===== config.mk =====
export PLATFORM = sky130hd
export DESIGN_NAME = inst_boot_loader
export DESIGN_NICKNAME = d
export VERILOG_FILES = /design/src/rtl/inst_boot_loader.sv
export SDC_FILE = /design/constraint.sdc
export NUM_CORES = 1
export LEC_CHECK = 0
export CAP_MARGIN = 10
export CORE_MARGIN = 2
export CORE_UTILIZATION = 61
export CTS_BUF_LIST = sky130_fd_sc_hd__clkbuf_2 sky130_fd_sc_hd__clkbuf_4 sky130_fd_sc_hd__clkbuf_8
export DETAILED_ROUTE_END_ITERATION = 8
export HOLD_SLACK_MARGIN = 0.1
export PLACE_DENSITY = 0.95
export SYNTH_ARGS = -nofsm -noshare
export SYNTH_HDL_FRONTEND = slang
export SYNTH_SLANG_ARGS = --single-unit

===== constraint.sdc =====
create_clock -name clk -period 6.8 [get_ports clk]
set_input_delay 1.36 -clock clk [delete_from_list [all_inputs] [get_ports clk]]
set_output_delay 1.36 -clock clk [all_outputs]
set_load 0.1 [all_outputs]

===== src/rtl/inst_boot_loader.sv =====
// -----------------------------------------------------------------------------
// inst_boot_loader
//
// Purpose:
//   Sits upstream of the instruction RAM write port. It receives a byte stream
//   from the UART receiver and assembles little-endian 32-bit words. Each word
//   is written to the RAM, and an additive 8-bit checksum is verified at the
//   end. The core is held in reset until a load completes cleanly.
//
//   Frame layout: 4 length bytes N (LE) | N*4 data bytes (LE per word) |
//                 1 checksum byte (sum of data bytes, mod 256).
//
// Ports:
//   clk, rst_n   system clock (rising edge), asynchronous active-low reset
//   start        1-cycle pulse that arms a new load (ignored while busy)
//   rx_data      byte from the UART receiver
//   rx_valid     rx_data valid
//   rx_ready     loader accepts a byte; transfer when rx_valid & rx_ready
//   is_write     instruction RAM write strobe, one cycle per word
//   im_addr      byte address of the write (word aligned)
//   im_inst      word to write
//   busy         load in progress (LEN, DATA, CSUM)
//   load_done    load finished and checksum matched
//   load_err     bad length or checksum mismatch
//   core_rst_n   core reset release, high only in DONE
//   word_cnt     words written so far in the current load
// -----------------------------------------------------------------------------
module inst_boot_loader #(
  parameter int W         = 32,
  parameter int DEPTH     = 2048,
  parameter int BASE_ADDR = 0
) (
  input  logic         clk,
  input  logic         rst_n,
  input  logic         start,
  input  logic [7:0]   rx_data,
  input  logic         rx_valid,
  output logic         rx_ready,
  output logic         is_write,
  output logic [W-1:0] im_addr,
  output logic [W-1:0] im_inst,
  output logic         busy,
  output logic         load_done,
  output logic         load_err,
  output logic         core_rst_n,
  output logic [W-1:0] word_cnt
);

  typedef enum logic [2:0] {
    S_IDLE,
    S_LEN,
    S_DATA,
    S_CSUM,
    S_DONE,
    S_ERR
  } state_t;

  state_t       state_q,    state_d;
  logic [1:0]   byte_idx_q, byte_idx_d;
  logic [31:0]  len_q,      len_d;
  logic [31:0]  word_q,     word_d;
  logic [7:0]   sum_q,      sum_d;
  logic [W-1:0] word_cnt_q, word_cnt_d;
  logic [W-1:0] im_addr_q,  im_addr_d;
  logic [W-1:0] im_inst_q,  im_inst_d;
  logic         is_write_q, is_write_d;
  logic         rx_ready_q, rx_ready_d;

  logic         accept;
  logic [31:0]  len_full;
  logic [31:0]  word_full;
  logic [4:0]   bit_base;

  assign accept    = rx_valid & rx_ready_q;
  assign bit_base  = {byte_idx_q, 3'b000};
  // The 4th byte completes the value in the same cycle it arrives, so the
  // length check and the write both see the full value without waiting.
  assign len_full  = {rx_data, len_q[23:0]};
  assign word_full = {rx_data, word_q[23:0]};

  // NOTE: every variable gets a default at the top of the block, so no path
  // through the case statement can leave one unassigned and infer a latch.
  always_comb begin
    state_d    = state_q;
    byte_idx_d = byte_idx_q;
    len_d      = len_q;
    word_d     = word_q;
    sum_d      = sum_q;
    word_cnt_d = word_cnt_q;
    im_addr_d  = im_addr_q;
    im_inst_d  = im_inst_q;
    is_write_d = 1'b0;

    case (state_q)
      S_IDLE, S_DONE, S_ERR: begin
        if (start) begin
          state_d    = S_LEN;
          byte_idx_d = 2'd0;
          len_d      = '0;
          sum_d      = '0;
          word_cnt_d = '0;
        end
      end

      S_LEN: begin
        if (accept) begin
          len_d[bit_base +: 8] = rx_data;
          byte_idx_d           = byte_idx_q + 2'd1;
          if (byte_idx_q == 2'd3) begin
            if (len_full >= 32'd1 && len_full <= 32'(DEPTH)) state_d = S_DATA;
            else                                             state_d = S_ERR;
          end
        end
      end

      S_DATA: begin
        if (accept) begin
          word_d[bit_base +: 8] = rx_data;
          sum_d                 = sum_q + rx_data;
          byte_idx_d            = byte_idx_q + 2'd1;
          if (byte_idx_q == 2'd3) begin
            // Write strobe, address, data and count all become visible
            // together in the cycle after the last byte of the word.
            is_write_d = 1'b1;
            im_addr_d  = W'(BASE_ADDR) + (word_cnt_q << 2);
            im_inst_d  = W'(word_full);
            word_cnt_d = word_cnt_q + W'(1);
            if ((word_cnt_q + W'(1)) == W'(len_q)) state_d = S_CSUM;
          end
        end
      end

      S_CSUM: begin
        if (accept) begin
          if (rx_data == sum_q) state_d = S_DONE;
          else                  state_d = S_ERR;
        end
      end

      default: state_d = S_IDLE;
    endcase

    // Registered from the next state so it is already valid in the first
    // cycle of each receiving state.
    rx_ready_d = (state_d == S_LEN) || (state_d == S_DATA) || (state_d == S_CSUM);
  end

  // NOTE: sequential state uses non-blocking assignments only, so every flop
  // samples the values from before the edge regardless of statement order.
  always_ff @(posedge clk or negedge rst_n) begin
    if (!rst_n) begin
      state_q    <= S_IDLE;
      byte_idx_q <= '0;
      len_q      <= '0;
      word_q     <= '0;
      sum_q      <= '0;
      word_cnt_q <= '0;
      im_addr_q  <= '0;
      im_inst_q  <= '0;
      is_write_q <= 1'b0;
      rx_ready_q <= 1'b0;
    end else begin
      state_q    <= state_d;
      byte_idx_q <= byte_idx_d;
      len_q      <= len_d;
      word_q     <= word_d;
      sum_q      <= sum_d;
      word_cnt_q <= word_cnt_d;
      im_addr_q  <= im_addr_d;
      im_inst_q  <= im_inst_d;
      is_write_q <= is_write_d;
      rx_ready_q <= rx_ready_d;
    end
  end

  // DONE and ERR are left only through start, so the sticky status flags are
  // simply decodes of the state register.
  assign rx_ready   = rx_ready_q;
  assign is_write   = is_write_q;
  assign im_addr    = im_addr_q;
  assign im_inst    = im_inst_q;
  assign word_cnt   = word_cnt_q;
  assign busy       = (state_q == S_LEN) || (state_q == S_DATA) || (state_q == S_CSUM);
  assign load_done  = (state_q == S_DONE);
  assign load_err   = (state_q == S_ERR);
  assign core_rst_n = (state_q == S_DONE);

endmodule

## Word-level counts from Yosys, hierarchy flattened

Cells that the tools add are included.
Widths: inputs -> output; s select.

- Register bits: 173
- Output and inout bits: 102
- Word-level logic and storage cells: 79

- Add/sub/neg operators: 4
- Bitwise logic cells: 1
- Reductions and logical operators: 17
- Shift operators: 2
- Order comparisons: 2
- Equality and inequality tests: 16
- Multiplexer cells: 27

Operator list:

| operator | count |
|---|---|
| $mux 32 | 4 |
| $pmux 32 s2 | 2 |
| $bwmux 32 | 2 |
| $add 32x1->32 const B | 1 |
| $eq 32x32->1 | 1 |
| $ge 32x1->1 const B | 1 |
| $le 32x12->1 const B | 1 |
| $shift 8x7->32 const A | 1 |
| $shiftx 8x7->32 | 1 |
| $mux 3 | 8 |
| $mux 8 | 2 |
| $pmux 8 s2 | 1 |
| $eq 3x2->1 const B | 4 |
| $pmux 3 s4 | 1 |
| $reduce_and 3->1 | 4 |
| $add 8x8->8 | 1 |
| $eq 8x8->1 | 1 |
| $ne 2x2->1 const B | 4 |
| $neg 5->7 | 1 |
| $eq 3x1->1 const B | 2 |
| $eq 3x3->1 const B | 2 |
| $reduce_bool 2->1 | 3 |
| $logic_or 1x1->1 | 4 |
| $mux 1 | 4 |
| other kinds (12) | 13 |

## Depth between registers and ports, before layout

Gate-level depths: netlist of the first run.

- Depth in word-level cells: 9
- Mapped depth: 9
- Depth with buffers taken out: 9

## Worst setup path before layout of the first run

Ideal clock, no wire load.

- Kind: register to output
- From: reg state_q[1]
- To: out load_done
- Arrival: 2541 ps
- Setup slack: 2899 ps
- Stages on the path, launching flop included: 5
- Path buffers: 2
- Path through: dfrtp_1 -> clkbuf_1 -> nand2b_1 -> nor2_1 -> buf_4

- Longest elaborated chain between the ends: 1

Ends and longest elaborated chain:

| what | RTL line | text |
|---|---|---|
| start: declaration | 58 | `state_t state_q, state_d;` |
| start signal: assignment | 163 | `state_q <= state_d;` |
| $eq 3x3->1 | n/a |  |
| end: declaration | 43 | `output logic load_done,` |

Every way passes these cells.

## Final worst setup path of the first run

- From: in rx_valid
- To: reg word_cnt_q[11] (netlist: word_cnt[11])

- Longest elaborated chain between the ends: 3

Ends and longest elaborated chain:

| what | RTL line | text |
|---|---|---|
| start: declaration | 37 | `input logic rx_valid,` |
| $and 1x1->1 | 74 | `assign accept = rx_valid & rx_ready_q;` |
| $ne 2x2->1 (no source line) | n/a |  |
| $reduce_and 4->1 (no source line) | n/a |  |
| end signal: assignment | 168 | `word_cnt_q <= word_cnt_d;` |
| end: declaration | 63 | `logic [W-1:0] word_cnt_q, word_cnt_d;` |

Every way passes these cells.
A chain may end at the register's enable or synchronous reset.

==> flow_summary.ini, run 1 <==
[route]
drt_pass1_iterations = 6
drtIter0Drc = 700
wl_um = 20500
num_vias = 7158
drt-vias-per-instance = 5.99
wl_per_cell_um = 17.2
final_antenna_net_count = 0
drc = 0

[placement]
routabilityCongestion = 0.956
place_hpwl_um = 13900
portBuffers = 111
pre_cts_ws_ns = 2.21

[cells_and_area]
fin_nets = 1031
antennaDiodeCount = 0
area_delta_synth_final_pct = 18.2
drive_gt1_share_pct = 5.59

[timing]
setup_ws_ns = 2.57
hold_violations = 0
tightest_slew_ns = 1.10
max_freq_ghz = 0.236
fin_crit_sh_pct = 62.3
period_minus_slack_ns = 4.23
slew_viol_final = 0
maxSlewHeadroom_pct = 26.6
tns_ns = 0
finalClockSkew_ns = 0.0125
rsz0062_at_grt = no
final-setup-viol-count = 0

[floorplanning]
fp.dieH_um = 121
start_util_pct = 62.7
coreArea_mm2 = 0.0132
io_pins = 114
die_x_um = 121
num_rows = 42
die-area_mm2 = 0.0146

[worst_setup_path]
cp_max_fo = 65
crit_arrival_ns = 4.57
worst_ep_required_time_ns = 7.14
worstSetupPathType = input port to flip-flop
critPathLaunchType = input port
end_kind = flip-flop

[clocking]
cts_tree = yes
clk_pin_slew_ns = 0.09
cts_max_path_buffers = 2
clk_latency_ns = 0.47
cts_hold_buf = 0
cts.repair.resized = 0
clkSinkCount = 165
post-cts-setup-buffers = 0
cts_inserted_buffers = 17
cts_root_buf = clkbuf_8
cts.htree.levels = 4

[logic_synthesis]
ys_top_cells_by_area = dfrtp_1 (50%), nand2_1 (14%), o21ai_0 (5.2%), xnor2_1 (4.6%), a22o_1 (2.5%)
yosysTopAreaCellShare_pct = 49.8
synth_edf_count = 0
ys_async_sr_fraction_pct = 100
syn_inst = 933
synth_top_area_cell = dfrtp_1
netlist_area_mm2 = 0.00830
ys.flop_type = dfrtp_1
yosysSeqAreaShare_pct = 49.8
yosys_warnings = 0
synth_cell_types = 63
synth-seq-cells = 165
syn_avg_cell_area_um2 = 8.90

[global_route]
grt_max_degree = 95
overflow = 0
antenna_found_initial = 0
grt_pass1_wl_um = 33400
use_met2_pct = 46.0
grt_usage_pct = 29.1
grtUsageMet3_pct = 6.08
grt_pass1_vias = 6680
met1_usage_pct = 39.0
grt-busiest-layer = met2

[power_and_ir_drop]
ir_worst_vdd_v = 0.000200
p_per_area_mw_per_mm2 = 257
p_leak_nw = 4.49

[run]
cap_violations = 0

[run_status]
outcome = finished, final reports clean

[min_path]
min_path_type = flip-flop to flip-flop
[synth_stat cells, types with 2 or more instances]
master,number
a2111oi_0,2
a211o_1,2
a211oi_1,2
a21o_1,3
a21oi_1,18
a22o_1,24
a31oi_1,8
and2_1,8
and3_1,10
and4_1,8
buf_1,7
buf_2,8
buf_4,7
clkbuf_1,40
dfrtp_1,165
ha_1,12
inv_1,11
mux2i_1,4
nand2_1,304
nand2b_1,4
nand3_1,27
nand4_1,10
nand4_4,3
nor2_1,26
nor3_1,9
nor3_2,2
nor3b_1,3
nor4_1,13
o21ai_0,86
o21ai_1,2
o21bai_1,2
o31ai_1,13
or2_2,4
or3_1,2
or4_1,3
xnor2_1,44
xor2_1,11
[through the flow]
stage / area (um2) / util (%) / std cells / hold WS (ns) / power, mW
finish: 9810 / 74.1 / 1195 / 0.474 / 2.52
detailed placement: 9410 / 71.1 / 1163 / 0.454 / 1.81
floorplan: 8300 / - / 934 / 0.439 / 1.63
global placement: 9410 / 71.1 / 1163 / 0.457 / 1.79
global route: 9810 / 74.1 / 1195 / 0.503 / 2.65
CTS: 9810 / 74.1 / 1195 / 0.483 / 2.52
[metal layers]
layer / wire [um] / vias up
li1: - / 3322
met1: 8670 / 3459
met2: 9880 / 321
met3: 1400 / 56
met4: 578 / 0
met5: 0 / -
[worst paths after layout]
kind,from,to,slack (ns),depth (start not counted)
setup / recovery,rx_valid,word_cnt[11]$_DFFE_PN0P_,2.57,9
hold / removal,word_q[12]$_DFFE_PN0P_,im_inst[12]$_DFFE_PN0P_,0.47,2
setup reg to reg,state_q[1]$_DFF_PN0_,word_cnt[11]$_DFFE_PN0P_,3.53,7
hold reg to reg,word_q[12]$_DFFE_PN0P_,im_inst[12]$_DFFE_PN0P_,0.47,2
max in group asynchronous,rst_n,len_q[3]$_DFFE_PN0P_,4.42,2
min in group asynchronous,rst_n,im_addr[13]$_DFFE_PN0P_,0.96,1
[final cells by class]
cell class,instances,area (um2)
Sequential cell,165,4130
Inverter,12,45.0
Fill cell,937,3430
Clock inverter,13,150
Tap cell,176,220
Multi-Input combinational cell,695,3870
Timing Repair Buffer,115,1140
Clock buffer,19,249
[sequential cells by signal (all words and copies together) (netlist names)]
name,flops
byte_idx_q,2
is_write,1
state_q,3
word_cnt,32
rx_ready,1
len_q,32
im_inst,32
im_addr,30
sum_q,8
word_q,24
[cell families after synthesis]
kind of cell / after synthesis / synth area share, %
other: 1 / 0.0452
AND/OR/NAND/NOR: 445 / 24.5
buffers and inverters: 74 / 3.78
adder cells (fa/ha/maj): 13 / 2.05
XOR/XNOR: 57 / 6.36
flip-flops: 165 / 49.8
multiplexers: 4 / 0.482
AO/OA/AOI/OAI: 174 / 13.1
[cell usage in the layout, fill, tap and decap left out, drive strengths merged, types with 12 or more instances in the layout]
cell,Yosys,routed
clkbuf,40,19
o31ai,14,14
clkdlybuf4s50,0,110
dfrtp,165,165
ha,12,12
o21ai,88,88
a21oi,19,19
inv,12,15
nand3,28,28
a22o,24,24
nor4,14,14
nor2,27,27
xnor2,44,44
nand4,13,13
nand2,304,304
[critical path: stages]
cell             delay, ns
clkdlybuf4s50_1       0.48
nand2_1               0.18
nor3b_1               0.44
nand3_4               0.64
buf_4                 0.54
nand2_1               0.48
o21ai_0               0.21
nand2_1               0.13
o21ai_0               0.09
[report_power, final]
group | switching (mW) | internal [mW]
Combinational | 0.398 | 0.260
Sequential | 0.0983 | 1.05
Clock | 0.377 | 0.339
Note: power is estimated with default switching activity, not from simulation.
==> run 2, diff against run 1 <==
- CORE_UTILIZATION: 61 -> 52
- PLACE_DENSITY: 0.95 -> 0.87
- clock period: 6.8 -> 3.7 ns (I/O delays scaled with it)
==> run 2 against run 1 <==
Core utilization is 11 points lower; clock skew hardly changed; non-clock buffer count grew 16; sequential share of layout area down 0.43 points; clock-buffer cell count down 2; largest cell class unchanged; flip-flop and latch count is the same; setup slack got worse by 2.0 ns; die area up 17%; global-route usage decreased by 2.7 points; critical path type is now flip-flop to flip-flop; final cell count up 4.6%; total power grew 81%; routed wire length up 3.7%.
==> flow_summary.ini, run 2 (same netlist as run 1, synthesis figures left out) <==
[floorplanning]
fp.dieH_um = 130
die_x_um = 130
num_rows = 46
start_util_pct = 52.8
die-area_mm2 = 0.0170
io_pins = 114
coreArea_mm2 = 0.0157

[cells_and_area]
layout_commonest_cell = nand2_1
final_util_pct = 63.1
fin_cells = 1250
drive_gt1_share_pct = 8.80
most-common-layout-cells = nand2_1 (304), dfrtp_1 (165), clkdlybuf4s50_1 (91), o21ai_0 (86), xnor2_1 (44)
antennaDiodeCount = 0
fin_nets = 1047
area_delta_synth_final_pct = 19.4

[min_path]
min_path_type = input port to asynchronous set/reset pin

[clocking]
clk_pin_slew_ns = 0.09
cts_max_path_buffers = 2
cts.htree.levels = 4
cts.repair.resized = 0
cts_inserted_buffers = 17
clk_latency_ns = 0.47
post-cts-setup-buffers = 0
cts_tree = yes
cts_hold_buf = 0
cts_root_buf = clkbuf_8
clkSinkCount = 165

[power_and_ir_drop]
ir_worst_vdd_v = 0.000331
p_leak_nw = 4.59
p_per_area_mw_per_mm2 = 461

[global_route]
use_met2_pct = 41.4
grt_max_degree = 70
overflow = 0
grt-busiest-layer = met2
grt_pass1_wl_um = 34800
grtUsageMet3_pct = 5.04
met1_usage_pct = 37.0
grt_pass1_vias = 6649
antenna_found_initial = 0
grt_usage_pct = 26.3

[timing]
max_freq_ghz = 0.323
hold_violations = 0
finalClockSkew_ns = 0.0124
tns_ns = 0
rsz0062_at_grt = no
fin_crit_sh_pct = 83.8
hold_ws_ns = 0.222
slew_viol_final = 0
maxSlewHeadroom_pct = 32.7
period_minus_slack_ns = 3.10
tightest_slew_ns = 1.01
final-setup-viol-count = 0

[worst_setup_path]
worst_ep_required_time_ns = 4.09
cp_max_fo = 9
crit_arrival_ns = 3.49
critPathLaunchType = flip-flop
worstSetupPathType = flip-flop to flip-flop
end_kind = flip-flop

[route]
wl_per_cell_um = 17.0
wl_um = 21300
drt-vias-per-instance = 5.60
drtIter0Drc = 612
final_antenna_net_count = 0
drt_pass1_iterations = 6
drc = 0
num_vias = 7000

[placement]
dp_cells = 1219
routabilityCongestion = 1.00
place_hpwl_um = 15100
portBuffers = 111

[run]
cap_violations = 0

[run_status]
outcome = finished, final reports clean
-- run 2: power breakdown --
group	switching (mW)	total, mW	leakage [nW]	internal (mW)
Combinational	0.744	1.24	2.13	0.495
Sequential	0.185	2.12	2.29	1.93
Clock	0.727	1.21	0.177	0.479
-- run 2: final cells by class --
type / count / area, um2
repair buffers: 131 / 1240
clock inverters: 14 / 118
well taps: 216 / 270
fillers: 1309 / 5800
inverters: 12 / 45.0
flip-flops and latches: 165 / 4130
multi-input cells: 695 / 3870
clock buffers: 17 / 234
-- run 2: worst max-delay path, stage by stage, from the launching register on --
cell and delay [ns]:
dfrtp_1 0.55, ha_1 0.32, and3_1 0.30, nand3_1 0.24, nor3_1 0.36, xor3_1 0.27, a2111oi_0 0.55, o2111ai_1 0.22
o31ai_2 0.20
-- run 2: stage by stage --
stage / area [um2] / setup slack [ns] / power [mW]
detailed placement: 9560 / 0.440 / 3.38
CTS: 9910 / 0.667 / 4.57
global placement: 9560 / 0.546 / 3.36
floorplan: 8300 / 0.419 / 3.00
global route: 9910 / 0.339 / 4.78
finish: 9910 / 0.599 / 4.56
-- run 2: metal layers --
metal / up-vias / wire, um / share of wire (%)
li1: 3359 / - / -
met1: 3347 / 9510 / 45
met2: 253 / 9920 / 47
met3: 41 / 1360 / 6.4
met4: 0 / 477 / 2.2
met5: - / 0 / 0
-- run 2: worst paths after layout --
| kind | startpoint | to | slack, ns | depth (start not counted) |
|---|---|---|---|---|
| hold / removal | rst_n | im_addr[8]$_DFFE_PN0P_ | 0.22 | 1 |
| max in group asynchronous | rst_n | im_addr[11]$_DFFE_PN0P_ | 2.59 | 2 |
| setup / recovery | word_cnt[0]$_DFFE_PN0P_ | state_q[0]$_DFF_PN0_ | 0.60 | 8 |
| setup reg to reg | word_cnt[0]$_DFFE_PN0P_ | state_q[0]$_DFF_PN0_ | 0.60 | 8 |
| min in group clk | im_addr[9]$_DFFE_PN0P_ | im_addr[9]$_DFFE_PN0P_ | 0.48 | 2 |
| hold reg to reg | im_addr[9]$_DFFE_PN0P_ | im_addr[9]$_DFFE_PN0P_ | 0.48 | 2 |
